==> config.mk <==
export PLATFORM = sky130hd
export DESIGN_NAME = uart_tx_scheduler_flat
export DESIGN_NICKNAME = d
export VERILOG_FILES = /design/src/rtl/uart_tx_scheduler_if.sv /design/src/rtl/uart_tx_scheduler.sv /design/src/flat_wrapper.sv
export SDC_FILE = /design/constraint.sdc
export NUM_CORES = 1
export LEC_CHECK = 0
export ABC_AREA = 0
export BUFFER_PORTS_ARGS = -buffer_cell sky130_fd_sc_hd__clkbuf_2
export CAP_MARGIN = 20
export CORE_AREA = 2 2 58 60
export CTS_BUF_LIST = sky130_fd_sc_hd__clkbuf_4
export DETAILED_ROUTE_END_ITERATION = 10
export DIE_AREA = 0 0 60 62
export PLACE_DENSITY_LB_ADDON = 0.12
export SYNTH_ARGS = -nofsm -noshare
export SYNTH_HDL_FRONTEND = slang
export SYNTH_SLANG_ARGS = --single-unit
export TNS_END_PERCENT = 30
==> constraint.sdc <==
create_clock -name clk -period 4.7 [get_ports clk]
set_input_delay 0.94 -clock clk [delete_from_list [all_inputs] [get_ports clk]]
set_output_delay 0.94 -clock clk [all_outputs]
set_load 0.01 [all_outputs]
==> src/rtl/uart_tx_scheduler_if.sv <==
// Requester-side and transmitter-side signals of the shared UART transmit scheduler.
interface uart_tx_scheduler_if #(parameter int N_REQ = 4);
    logic               en;
    logic [N_REQ-1:0]   req_valid;
    logic [8*N_REQ-1:0] req_data;
    logic [N_REQ-1:0]   req_last;
    logic [N_REQ-1:0]   req_ready;
    logic [N_REQ-1:0]   grant;
    logic [7:0]         tx_i_data;
    logic               tx_i_data_valid;
    logic               tx_o_ready;
    logic               tx_en;
    logic               busy;
    logic               abort;

    modport master (
        output en, req_valid, req_data, req_last, tx_o_ready,
        input  req_ready, grant, tx_i_data, tx_i_data_valid, tx_en, busy, abort
    );
    modport slave (
        input  en, req_valid, req_data, req_last, tx_o_ready,
        output req_ready, grant, tx_i_data, tx_i_data_valid, tx_en, busy, abort
    );
endinterface

==> src/rtl/uart_tx_scheduler.sv <==
// Round-robin packet scheduler that shares one uart_tx among N_REQ byte producers.
// An owner keeps the transmitter until its last byte drains or it stalls TIMEOUT cycles.
module uart_tx_scheduler #(
    parameter int N_REQ   = 4,
    parameter int TIMEOUT = 64
) (
    input  logic              clk,
    input  logic              rst,
    uart_tx_scheduler_if.slave bus
);
    localparam int PW = $clog2(N_REQ);
    localparam int CW = $clog2(TIMEOUT);

    typedef enum logic [1:0] {ARB, SEND, LOAD, DRAIN} state_t;

    state_t           state;
    logic [PW-1:0]    rr_ptr;
    logic [PW-1:0]    owner;
    logic [PW-1:0]    pick;
    logic [PW-1:0]    next_ptr;
    logic [N_REQ-1:0] grant;
    logic [CW-1:0]    idle;
    logic             last_q;
    logic             drain_wait;
    logic [7:0]       tx_data;
    logic             tx_valid;
    logic             abort;
    logic             busy;

    // Scan from the highest offset down so the lowest offset from p wins.
    function automatic logic [PW-1:0] rr_pick(input logic [N_REQ-1:0] v, input logic [PW-1:0] p);
        logic [PW-1:0] r;
        int            j;
        r = p;
        for (int k = N_REQ - 1; k >= 0; k--) begin
            j = (int'(p) + k) % N_REQ;
            if (v[j]) r = PW'(j);
        end
        return r;
    endfunction

    assign pick     = rr_pick(bus.req_valid, rr_ptr);
    assign next_ptr = (owner == PW'(N_REQ - 1)) ? '0 : owner + 1'b1;

    always_ff @(posedge clk) begin
        if (!rst) begin
            state      <= ARB;
            rr_ptr     <= '0;
            owner      <= '0;
            grant      <= '0;
            idle       <= '0;
            last_q     <= 1'b0;
            drain_wait <= 1'b0;
            tx_data    <= 8'h00;
            tx_valid   <= 1'b0;
            abort      <= 1'b0;
        end else begin
            abort <= 1'b0;
            unique case (state)
                ARB: begin
                    if (bus.en && |bus.req_valid) begin
                        owner <= pick;
                        grant <= N_REQ'(1) << pick;
                        idle  <= '0;
                        state <= SEND;
                    end
                end
                SEND: begin
                    if (bus.req_valid[owner]) begin
                        tx_data  <= bus.req_data[{owner, 3'b000} +: 8];
                        last_q   <= bus.req_last[owner];
                        tx_valid <= 1'b1;
                        state    <= LOAD;
                    end else if (idle == CW'(TIMEOUT - 1)) begin
                        grant  <= '0;
                        rr_ptr <= next_ptr;
                        abort  <= 1'b1;
                        state  <= ARB;
                    end else begin
                        idle <= idle + 1'b1;
                    end
                end
                LOAD: begin
                    if (bus.tx_o_ready) begin
                        tx_valid   <= 1'b0;
                        drain_wait <= 1'b1;
                        state      <= DRAIN;
                    end
                end
                DRAIN: begin
                    // uart_tx may keep ready high for one cycle after accepting.
                    if (drain_wait) begin
                        drain_wait <= 1'b0;
                    end else if (bus.tx_o_ready) begin
                        if (last_q || !bus.en) begin
                            grant  <= '0;
                            rr_ptr <= next_ptr;
                            state  <= ARB;
                        end else begin
                            idle  <= '0;
                            state <= SEND;
                        end
                    end
                end
                default: state <= ARB;
            endcase
        end
    end

    assign busy                = (state != ARB);
    assign bus.busy            = busy;
    assign bus.tx_en           = bus.en | busy;
    assign bus.req_ready       = (state == SEND) ? grant : '0;
    assign bus.grant           = grant;
    assign bus.tx_i_data       = tx_data;
    assign bus.tx_i_data_valid = tx_valid;
    assign bus.abort           = abort;
endmodule

==> src/flat_wrapper.sv <==
// flat-port wrapper written by rule: the top's interface ports become plain ports
module uart_tx_scheduler_flat 
#(
    parameter int N_REQ   = 4,
    parameter int TIMEOUT = 64
)
  (clk, rst, bus_en, bus_req_valid, bus_req_data, bus_req_last, bus_tx_o_ready, bus_req_ready, bus_grant, bus_tx_i_data, bus_tx_i_data_valid, bus_tx_en, bus_busy, bus_abort);
  uart_tx_scheduler_if #(.N_REQ(N_REQ)) bus_i ();
  input  logic clk;
  input  logic rst;
  input wire logic [$bits(bus_i.en)-1:0] bus_en;
  input wire logic [$bits(bus_i.req_valid)-1:0] bus_req_valid;
  input wire logic [$bits(bus_i.req_data)-1:0] bus_req_data;
  input wire logic [$bits(bus_i.req_last)-1:0] bus_req_last;
  input wire logic [$bits(bus_i.tx_o_ready)-1:0] bus_tx_o_ready;
  output wire logic [$bits(bus_i.req_ready)-1:0] bus_req_ready;
  output wire logic [$bits(bus_i.grant)-1:0] bus_grant;
  output wire logic [$bits(bus_i.tx_i_data)-1:0] bus_tx_i_data;
  output wire logic [$bits(bus_i.tx_i_data_valid)-1:0] bus_tx_i_data_valid;
  output wire logic [$bits(bus_i.tx_en)-1:0] bus_tx_en;
  output wire logic [$bits(bus_i.busy)-1:0] bus_busy;
  output wire logic [$bits(bus_i.abort)-1:0] bus_abort;
  assign bus_i.en = bus_en;
  assign bus_i.req_valid = bus_req_valid;
  assign bus_i.req_data = bus_req_data;
  assign bus_i.req_last = bus_req_last;
  assign bus_i.tx_o_ready = bus_tx_o_ready;
  assign bus_req_ready = bus_i.req_ready;
  assign bus_grant = bus_i.grant;
  assign bus_tx_i_data = bus_i.tx_i_data;
  assign bus_tx_i_data_valid = bus_i.tx_i_data_valid;
  assign bus_tx_en = bus_i.tx_en;
  assign bus_busy = bus_i.busy;
  assign bus_abort = bus_i.abort;
  uart_tx_scheduler #(.N_REQ(N_REQ), .TIMEOUT(TIMEOUT)) u_core (.clk(clk), .rst(rst), .bus(bus_i));
endmodule
; ---- Word level (Yosys, flattened, before mapping)
; Cells that the tools add are included.
[word_totals]
regBits = 28
latch_bits = 0
ramBits = 0
rom_bits = 0
input_bits = 44
output_inout_bits = 20
elab_cells = 121
memories = 0
[classes]
add_sub_neg = 5
mul = 0
n_div = 0
n_lt_le_gt_ge = 5
eq_ne = 16
n_shift = 2
muxes = 55
bitwise = 6
n_reduce_logical = 22
[op_table]
columns = cell, n
row1 = $mux W6, 6
row2 = $mux W2, 16
row3 = $shiftx A32 B6 Y8, 1
row4 = $mux W4, 7
row5 = $pmux W6 S3, 1
row6 = $mux W1, 14
row7 = $reduce_and A7 Y1, 2
row8 = $bmux W1 S2, 6
row9 = $lt A3 B4 Y1 const B, 3
row10 = $ne A2 B2 Y1 const B, 6
row11 = $pmux W4 S3, 1
row12 = $ne A2 B1 Y1 const B, 4
row13 = $pmux W2 S4, 1
row14 = $reduce_bool A2 Y1, 4
row15 = $add A6 B1 Y6 const B, 1
row16 = $eq A2 B2 Y1 const B, 3
row17 = $eq A6 B6 Y1 const B, 1
row18 = $lt A2 B3 Y1 const B, 2
row19 = $reduce_and A2 Y1, 3
row20 = $reduce_and A6 Y1, 1
row21 = $reduce_or A2 Y1, 3
row22 = $reduce_and A5 Y1, 1
row23 = $add A2 B1 Y2 const B, 2
row24 = $add A2 B2 Y2 const B, 2
row25 = other kinds (16), 20

; ---- Logic depth before layout (Yosys ltp)
[depth]
word_depth = 13
ltp_mapped = 7
mapped_depth_nobuf = 6

; ---- Worst setup path after synthesis
; No wires, ideal clock.
[synth_path]
kind = input -> register
from = input port bus_req_valid[3]
to = register u_core.idle[3]
setup_time_ns = 0.070
arrival_ns = 2.387
required_ns = 4.630
setup_slack_ns = 2.243
path_stages = 5
n_path_buf = 0
cell_sequence = mux4_2 a311oi_4 nor2_2 or3_1 a21oi_1
[synth_via]
elab_chain_len = 4
word_cells_on_any_way = 7
cone_classes = 2 x eq/ne / 2 x mux / 3 x reduce/logical
[synth_rtl]
columns = item, line_no
row1 = "start, declared", flat_wrapper.sv:12  ; input wire logic [$bits(bus_i.req_valid)-1:0] bus_req_valid;
row2 = $bmux W1 S2 or $reduce_or A4 Y1 (tied branches), "uart_tx_scheduler.sv:69, uart_tx_scheduler.sv:61"
row3 = $mux W1 (implied by the code) or $logic_and A1 B1 Y1 (tied branches), "uart_tx_scheduler.sv:69, uart_tx_scheduler.sv:61"
row4 = $ne A2 B2 Y1 (no source line) or $ne A2 B1 Y1 (tied branches), n/a
row5 = $reduce_and A7 Y1 (no source line) (*), n/a
row6 = "end signal, assigned", uart_tx_scheduler.sv:80  ; idle <= idle + 1'b1;
row7 = "end, declared", uart_tx_scheduler.sv:22  ; logic [CW-1:0] idle;
; Mark *: on every way between the ends. The rest lies on a longest branch, timed or not. The select of a mux whose other input is x is not followed.
; A chain may end at the register's enable or synchronous reset.

; ---- Final worst setup path
[layout_path]
from = register u_core.owner[0]
to = register u_core.idle[5]
[layout_via]
elab_chain_len = 4
[layout_rtl]
columns = item, line_no
row1 = "start, declared", uart_tx_scheduler.sv:18  ; logic [PW-1:0] owner;
row2 = "start signal, assigned", uart_tx_scheduler.sv:62  ; owner <= pick;
row3 = $bmux W1 S2, uart_tx_scheduler.sv:69  ; if (bus.req_valid[owner]) begin
row4 = $mux W1 (implied by the code), uart_tx_scheduler.sv:69
row5 = $ne A2 B2 Y1 (no source line), n/a
row6 = $reduce_and A7 Y1 (no source line), n/a
; Every way passes these cells. The select of a mux whose other input is x is not followed.

==> flow_metrics.env <==
export IMPL_cts_tree="done"
export IMPL_cp_max_fo=13
export IMPL_antenna_found_initial=0
export IMPL_place_congestion=0.812
export IMPL_fp_dieW_um=60
export IMPL_p_comb_share_pct=21.3
export IMPL_regToRegSetupSlack_ns=2.07
export IMPL_timing_worst_setup_path_type="reg -> reg"
export IMPL_drtAntennaViolNets=0
export IMPL_die_area_um2=3720
export IMPL_switching_share_pct=27.7
export IMPL_status="complete, no violations"
export IMPL_ir_drop_uv=108
export IMPL_grt_max_degree=19
export IMPL_fp_row_count=21
export IMPL_maxCapViolCount=0
export IMPL_ys_ff_latch=28
export IMPL_fmax_mhz=380
export IMPL_synth_edff_count=0
export IMPL_seqPwrFrac_pct=48.9
export IMPL_core_area_um2=3180
export IMPL_yosysSeqAreaShare_pct=36.0
export IMPL_grt_usage_pct=21.6
export IMPL_setup_slack_ns=2.07
export IMPL_ctsHoldBuffers=0
export IMPL_switching_power_w=0.000151
export IMPL_drive_above_1_share_pct=36.9
export IMPL_totalWireLength_um=3800
export IMPL_grt_first_pass_wirelength_um=6140
export IMPL_ys_warn_count=0
export IMPL_max_slew_margin_pct=48.9
export IMPL_min_period_ns=2.63
export IMPL_clock_power_share_pct=29.8
export IMPL_max_slew_worst_pin_slew_ns=0.766
export IMPL_syn_nets=211
export IMPL_intPower_w=0.000393
export IMPL_syn_instance_count=165
export IMPL_yosysMostFrequentCell="dfxtp_1"
export IMPL_ys_top_cells_by_count="dfxtp_1, nor2_1, nand2_1"
export IMPL_drtIter0Drc=82
export IMPL_drt_pass1_iterations=4
export IMPL_rsz0062_at_grt="no"
export IMPL_cts_buffer_depth=2
export IMPL_drv_slew=0
export IMPL_syn2layout_area_growth_pct=25.7
export IMPL_min_path_type="reg -> reg"
export IMPL_htree_levels=1
export IMPL_hold_viol=0
export IMPL_synth_area_leaders="dfxtp_1, mux4_2, mux2i_1"
export IMPL_clk_latency_ns=0.33
export IMPL_crit_path_start_kind="flip-flop"
export IMPL_yosysUniqueCellTypes=38
export IMPL_synth_largest_area_cell="dfxtp_1"
export IMPL_tns_ns=0
export IMPL_pre_cts_slack_ns=1.95
export IMPL_syn_avg_cell_area_um2=9.43
export IMPL_final_nets=272
export IMPL_powerDensity_nw_per_um2=278
export IMPL_p_leak_nw=0.889
export IMPL_die_y_um=62
export IMPL_netlist_area_um2=1560
export IMPL_wl_per_cell_um=14.0
export IMPL_fin_crit_sh_pct=56.0
export IMPL_hpwl_um=2980
export IMPL_start_util_pct=48.9
export IMPL_cts_root_buf="clkbuf_4"
export IMPL_drc=0
export IMPL_num_vias=1515
export IMPL_n_antenna_cell=0
export IMPL_synth_top_area_share_pct=36.0
export IMPL_async_flop_share_pct=0
export IMPL_required_ns=4.97
export IMPL_clock_sinks=28
export IMPL_cp_data_arrival_time_ns=2.90
export IMPL_skew_ns=0.0118
export IMPL_numCtsBuffers=3
export IMPL_io_pins=64
export IMPL_synth_main_ff_cell="dfxtp_1"
export IMPL_path_clk_slew_ns=0.17
export IMPL_post_cts_buffers=0
export IMPL_setup_violations=0
export IMPL_grt_pass1_vias=1366
export IMPL_io_buffers=63
export IMPL_post_cts_resized=0
export IMPL_gr_total_overflow=0
export IMPL_vias_per_cell=5.59
export IMPL_critPathCaptureType="flip-flop"
[power groups by stage]
stage	Combinational [W]	Clock, W	Sequential, W
2_1_floorplan	0.0000771	0	0.000265
3_3_place_gp	0.000112	0	0.000270
3_5_place_dp	0.000116	0	0.000271
4_1_cts	0.000116	0.000162	0.000265
5_1_grt	0.000128	0.000176	0.000269
6_report	0.000116	0.000162	0.000266
[per-stage QoR]
step / hold slack (ns) / utilization, % / instances / cell area (µm²) / total power [W]
after floorplan: 0.467 / - / 165 / 1560 / 0.000342
after global placement: 0.472 / 59.8 / 267 / 1900 / 0.000382
after detailed placement: 0.476 / 59.8 / 267 / 1900 / 0.000386
after CTS: 0.496 / 61.5 / 271 / 1950 / 0.000543
after global routing: 0.515 / 61.5 / 271 / 1950 / 0.000573
final: 0.497 / 61.5 / 271 / 1950 / 0.000543
[layer usage]
metal,routed length (µm),GRT usage [%],up-vias
met5,0,0,-
met4,25,3.81,0
met2,1910,38.7,47
met3,183,2.48,4
li1,-,-,741
met1,1680,28.4,723
[cell type report]
cell class | instances | area [µm²]
clock inverter | 1 | 30.0
fill | 287 | 1220
clock buffer | 3 | 22.5
timing repair buffer | 63 | 315
multi-input combinational | 125 | 950
tap | 46 | 57.6
sequential | 28 | 561
inverter | 5 | 18.8
[cells by family after synthesis]
family / synth area share [%]
buf+inv: 2.90
xor+xnor: 1.13
compound gates: 16.3
simple gates: 21.2
fa+ha+maj: 1.61
flops: 36.0
mux: 20.9
[placed cells by master, fill, tap and decap left out, types with 2 or more instances in the layout]
master / count
clkbuf_2: 63
dfxtp_1: 28
nor2_1: 20
nand2_1: 12
o21ai_0: 11
mux4_2: 10
mux2i_1: 10
nand3_1: 7
and3_1: 6
a21oi_1: 6
inv_1: 4
nor2b_1: 4
or2_2: 3
or3_1: 3
nand3b_1: 3
o41ai_1: 3
clkbuf_4: 3
nand2b_1: 2
nor3_1: 2
o211ai_1: 2
xor2_1: 2
o31ai_1: 2
ha_1: 2
[flip-flops by register name, summed over array words and instances (netlist names), named ones only]
name	cells
u_core.bus.tx_i_data	8
u_core.idle	6
u_core.bus.grant	4
u_core.owner	2
u_core.rr_ptr	2
u_core.bus.abort	1
u_core.bus.tx_i_data_valid	1
u_core.drain_wait	1
u_core.last_q	1
u_core.state	1
[worst max-delay path, cell delays in order (launching register included)]
cell and delay, ns:
dfxtp_1 0.85, mux4_2 0.68, a311oi_4 0.40, nor2_2 0.13, or3_1 0.36, a21oi_1 0.15
[worst paths after layout]
kind	cells after the start	start	endpoint
max	5	u_core.owner[0]	u_core.idle[5]
min	2	u_core.bus.grant[0]	u_core.bus.grant[0]
max reg2reg	5	u_core.owner[0]	u_core.idle[5]
min reg2reg	2	u_core.bus.grant[0]	u_core.bus.grant[0]
Power figures use the tool's default switching activity.
